==> config.mk <==
export PLATFORM = sky130hd
export DESIGN_NAME = loop_seq_multi
export DESIGN_NICKNAME = d
export VERILOG_FILES = /design/src/rtl/loop_seq_pkg.sv /design/src/rtl/loop_if.sv /design/src/rtl/loop_seq_ch.sv /design/src/rtl/loop_seq_multi.sv
export SDC_FILE = /design/constraint.sdc
export NUM_CORES = 1
export LEC_CHECK = 0
export CAP_MARGIN = 20
export CORE_AREA = 3 3 75 77
export DETAILED_ROUTE_END_ITERATION = 8
export DIE_AREA = 0 0 78 80
export HOLD_SLACK_MARGIN = 0.05
export REMOVE_ABC_BUFFERS = 1
export SLEW_MARGIN = 20
export SYNTH_ARGS = -nofsm -noshare
export SYNTH_HDL_FRONTEND = slang
export SYNTH_SLANG_ARGS = --single-unit
export TNS_END_PERCENT = 1
==> constraint.sdc <==
create_clock -name clk -period 5.2 [get_ports clk]
set_clock_uncertainty 0.05 [all_clocks]
set_input_delay 1.04 -clock clk [delete_from_list [all_inputs] [get_ports clk]]
set_output_delay 1.04 -clock clk [all_outputs]
set_load 0.02 [all_outputs]
==> src/rtl/loop_seq_pkg.sv <==
// Shared types and helpers for the multi-channel loop sequencer.
// The channel state encoding and the saturating adder live here so top and channel agree.
package loop_seq_pkg;

  typedef enum logic [1:0] {
    IDLE = 2'd0,
    RUN  = 2'd1,
    DONE = 2'd2
  } state_e;

  // Saturating add on 32-bit operands; the caller truncates to its counter width.
  function automatic logic [31:0] sat_add(input logic [31:0] a,
                                          input logic [31:0] b,
                                          input logic [31:0] max_val);
    logic [32:0] sum;
    sum = {1'b0, a} + {1'b0, b};
    return (sum > {1'b0, max_val}) ? max_val : sum[31:0];
  endfunction

endpackage

==> src/rtl/loop_if.sv <==
// Per-channel loop report bundle: the channel drives it (Ctrl), the top reads it (Report).
interface loop_if #(
  parameter int IDX_W = 4
);
  logic [IDX_W-1:0] index;
  logic             valid;
  logic             done;

  modport Ctrl   (output index, valid, done);
  modport Report (input  index, valid, done);
endinterface

==> src/rtl/loop_seq_ch.sv <==
// One loop channel: walks index 0..limit-1, one value per clock, then strobes done.
// Handshake: start is a level sampled only in IDLE; abort cancels RUN; neither is queued.
module loop_seq_ch #(
  parameter int IDX_W = 4
) (
  input  logic             clk,
  input  logic             rst,
  input  logic             start,
  input  logic             abort,
  input  logic [IDX_W-1:0] limit,
  output logic             busy,
  output logic [1:0]       state_dbg,
  loop_if.Ctrl             lp
);
  import loop_seq_pkg::*;

  state_e           state;
  logic [IDX_W-1:0] lim_q;
  logic [IDX_W-1:0] index_q;
  logic             valid_q;
  logic             done_q;
  logic             busy_q;

  always_ff @(posedge clk or posedge rst) begin
    if (rst) begin
      state   <= IDLE;
      lim_q   <= '0;
      index_q <= '0;
      valid_q <= 1'b0;
      done_q  <= 1'b0;
      busy_q  <= 1'b0;
    end else begin
      case (state)
        IDLE: begin
          // abort beats start when both arrive together
          if (start && !abort) begin
            lim_q   <= limit;
            index_q <= '0;
            busy_q  <= 1'b1;
            if (limit != '0) begin
              state   <= RUN;
              valid_q <= 1'b1;
            end else begin
              state  <= DONE;
              done_q <= 1'b1;
            end
          end
        end
        RUN: begin
          if (abort) begin
            state   <= IDLE;
            valid_q <= 1'b0;
            busy_q  <= 1'b0;
          end else if (index_q == lim_q - IDX_W'(1)) begin
            state   <= DONE;
            valid_q <= 1'b0;
            done_q  <= 1'b1;
          end else begin
            index_q <= index_q + IDX_W'(1);
          end
        end
        DONE: begin
          state  <= IDLE;
          done_q <= 1'b0;
          busy_q <= 1'b0;
        end
        default: begin
          state   <= IDLE;
          valid_q <= 1'b0;
          done_q  <= 1'b0;
          busy_q  <= 1'b0;
        end
      endcase
    end
  end

  assign lp.index  = index_q;
  assign lp.valid  = valid_q;
  assign lp.done   = done_q;
  assign busy      = busy_q;
  assign state_dbg = state;

endmodule

==> src/rtl/loop_seq_multi.sv <==
// NUM_CH independent loop channels flattened onto vector ports, plus a shared
// saturating count of completed jobs.
module loop_seq_multi #(
  parameter int IDX_W  = 4,
  parameter int NUM_CH = 2,
  parameter int CNT_W  = 8
) (
  input  logic                    clk,
  input  logic                    rst,
  input  logic [NUM_CH-1:0]       start,
  input  logic [NUM_CH-1:0]       abort,
  input  logic [NUM_CH*IDX_W-1:0] limit,
  output logic [NUM_CH*IDX_W-1:0] index,
  output logic [NUM_CH-1:0]       index_valid,
  output logic [NUM_CH-1:0]       done,
  output logic [NUM_CH-1:0]       busy,
  output logic [CNT_W-1:0]        done_count,
  output logic [NUM_CH*2-1:0]     state_dbg
);
  import loop_seq_pkg::*;

  localparam logic [31:0] CNT_MAX = (CNT_W >= 32) ? 32'hFFFF_FFFF
                                                  : ((32'd1 << CNT_W) - 32'd1);

  for (genvar c = 0; c < NUM_CH; c++) begin : g_ch
    loop_if #(.IDX_W(IDX_W)) ch_if ();

    loop_seq_ch #(.IDX_W(IDX_W)) u_ch (
      .clk       (clk),
      .rst       (rst),
      .start     (start[c]),
      .abort     (abort[c]),
      .limit     (limit[c*IDX_W +: IDX_W]),
      .busy      (busy[c]),
      .state_dbg (state_dbg[c*2 +: 2]),
      .lp        (ch_if.Ctrl)
    );

    assign index[c*IDX_W +: IDX_W] = ch_if.index;
    assign index_valid[c]          = ch_if.valid;
    assign done[c]                 = ch_if.done;
  end

  // Simultaneous completions on several channels land in the same cycle.
  logic [31:0] done_pop;
  always_comb begin
    done_pop = '0;
    for (int c = 0; c < NUM_CH; c++) begin
      done_pop = done_pop + 32'(done[c]);
    end
  end

  always_ff @(posedge clk or posedge rst) begin
    if (rst) begin
      done_count <= '0;
    end else begin
      done_count <= CNT_W'(sat_add(32'(done_count), done_pop, CNT_MAX));
    end
  end

endmodule

==> results.py <==
metrics = {
    "run_status": {
        "status": "completed",
    },
    "placement": {
        "dp.cells": 287,
        "io_buffers": 39,
        "place_ws_ns": 2.35,
        "dpl.hpwl_um": 2900,
        "place.gp.congestion": 0.815,
    },
    "sta": {
        "max_slew_margin_pct": 60.5,
        "finalMaxSlewViolations": 0,
        "min_period_over_period_pct": 51.9,
        "hold_violations": 0,
        "tightest_slew_ns": 0.588,
        "fin_ws_ns": 2.50,
        "rsz0062_at_grt": "no",
        "max_freq_ghz": 0.371,
        "fin_setup_tns_ns": 0,
        "fin_crit_ns": 2.70,
        "setup_viol_count_final": 0,
    },
    "critical_path": {
        "worst-path-buf-inv": 1,
        "crit_path_max_incr_delay_ns": 0.69,
        "criticalPathCategory": "reg -> out",
        "cp-end-kind": "output pin",
        "critPathLaunch": "g_ch[0].u_ch.state_dbg[0]",
        "reg2reg_depth": 6,
        "critPathTopFamily": "buffers and inverters",
        "crit_arrival_ns": 1.61,
        "startpoint_type": "flip-flop",
        "cp_max_fo": 17,
        "r2r_start": "g_ch[1].u_ch.lim_q[0]",
        "crit_end": "state_dbg[0]",
        "crit_chain": "clkdlybuf4s50_1",
        "crit_required_ns": 4.11,
        "rrSetupSlack_ns": 3.15,
        "r2r_end": "g_ch[1].u_ch.lp.index[1]",
        "crit_cells": 1,
        "cp_slowest_cell": "clkdlybuf4s50_1",
    },
    "synth": {
        "synth-seq-cells": 34,
        "synth_warnings": 0,
        "syn_avg_cell_area_um2": 10.3,
        "yosysMostFrequentCell": "dfrtp_1",
        "synth.cell_area_um2": 1910,
        "synth_flop_cell": "dfrtp_1",
        "synth_top_area_cell": "dfrtp_1",
        "synth_cell_types": 46,
        "ys_top_cells_by_count": "34 x dfrtp_1, 16 x nand2_1, 13 x nor2_1, 11 x a21oi_1, 9 x inv_1",
        "synth_top_area_share_pct": 44.6,
        "synth_area_leaders": "dfrtp_1 45%, mux2_2 4.1%, xnor2_1 3.7%, ha_1 3.3%, nand2_1 3.1%",
        "ys_seq_area_share_pct": 44.6,
        "synth_cells": 186,
        "async_reset_ff_share_pct": 100,
        "synth_enable_flop_cells": 0,
    },
    "finish": {
        "n_fill_cell": 505,
        "final_util_pct": 47.7,
        "drive_above_1_share_pct": 10.2,
        "num_antenna_cells": 0,
        "layout.nets": 244,
        "final_cells": 295,
        "area_growth_pct": 26.9,
    },
    "pwr": {
        "vdd_drop_max_uv": 318,
        "p_per_area_nw_per_um2": 520,
        "p_leak_nw": 0.999,
    },
    "drt": {
        "ant_nets": 0,
        "firstDrtPassIters": 4,
        "drc": 0,
        "vias": 1475,
        "viasPerCell": 5.00,
        "routed_wl_um": 3900,
        "wl_per_cell_um": 13.2,
        "drtIter0Drc": 87,
    },
    "global_route": {
        "overflow": 0,
        "grt_usage_pct": 13.7,
        "grt_start_max_net_pins": 35,
        "antenna_found_initial": 0,
        "grt_pass1_wl_um": 6670,
        "grt_pass1_vias": 1412,
    },
    "min_path": {
        "hold_path_class": "reg -> reg",
    },
    "cts": {
        "cts_tree": "done",
        "postCtsSetupBuffers": 0,
        "numCtsBuffers": 5,
        "cts_hold_buffers": 0,
        "cts_resized": 0,
        "clk_latency_ns": 0.28,
        "ctsHtreeMaxLevel": 2,
        "path_clk_slew_ns": 0.07,
        "numClockSinks": 34,
        "cts-root-buf": "clkbuf_8",
        "clock_path_buffers": 2,
    },
    "floorplan": {
        "start_util_pct": 37.6,
        "core_region_area_um2": 5070,
        "die_h_um": 80,
        "die_w_um": 78,
        "die-area_um2": 6240,
        "num_io_pins": 40,
        "fp-row-count": 26,
    },
    "flow_run": {
        "maxCapViolations": 0,
    },
}
how the worst min path moves through the flow:
stage	to	cells after the start	start
after global placement	g_ch[0].u_ch.busy	1	g_ch[0].u_ch.state_dbg[1]
after floorplan	g_ch[1].u_ch.lim_q[3]	1	g_ch[1].u_ch.lim_q[3]
after global routing	done_count[6]	1	done_count[6]
after CTS	g_ch[0].u_ch.lp.done	1	g_ch[0].u_ch.state_dbg[1]
final	g_ch[0].u_ch.lp.done	1	g_ch[0].u_ch.state_dbg[1]
after detailed placement	g_ch[0].u_ch.lp.done	1	g_ch[0].u_ch.state_dbg[1]
power breakdown:
group	internal [mW]	switching (mW)
clock network	0.107	0.0955
registers	0.356	0.105
logic	0.297	0.297
total	0.760	0.498
stage by stage:
step	hold slack, ns	area [um2]	power (mW)
finish	0.460	2420	1.26
global route	0.487	2420	1.36
CTS	0.468	2420	1.28
detailed placement	0.457	2330	1.07
global placement	0.448	2330	1.06
floorplan	0.451	1840	0.834
flip-flops by register name, summed over array words and instances (netlist names):
signal,flops
g_ch.u_ch.lp.done,2
g_ch.u_ch.busy,2
g_ch.u_ch.lp.index,8
g_ch.u_ch.lp.valid,2
done_count,8
g_ch.u_ch.lim_q,8
g_ch.u_ch.state_dbg,4
cell type report:
type                    instances  area (um2)  area share (%)
clock inverters                 1        5.00           0.207
inverters                       9        33.8            1.40
flip-flops and latches         34         851            35.2
well taps                      70        87.6            3.62
multi-input cells             134         958            39.6
repair buffers                 40         398            16.4
clock buffers                   7        86.3            3.57
metal layers:
metal	vias to the layer above	GRT usage [%]	part of all wire [%]
li1	733	-	-
met1	698	17.6	48
met2	39	21.4	46
met3	5	5.08	4.8
met4	0	4.20	1.4
met5	-	0	0
cells in the final DEF, fill, tap and decap left out, drive strengths merged, types with 2 or more instances in the layout:
master	count
nand2	16
nor3b	2
ha	5
and3	4
nand2b	7
nor2b	2
nor3	5
nand4	2
mux2	7
a21o	2
a21oi	11
dfrtp	34
a31oi	3
nand3	6
inv	9
or4	2
o21ai	8
xor2	5
a211oi	4
clkbuf	7
clkdlybuf4s50	39
xnor2	8
o211ai	2
nor2	13
nand3b	2
a31o	2
cell families after synthesis:
logic type | share of synthesized area (%)
simple gates | 18.7
compound gates | 14.2
flops | 44.6
buf+inv | 5.12
xor+xnor | 8.40
mux | 4.66
fa+ha+maj | 4.33
Power figures use the tool's default switching activity.
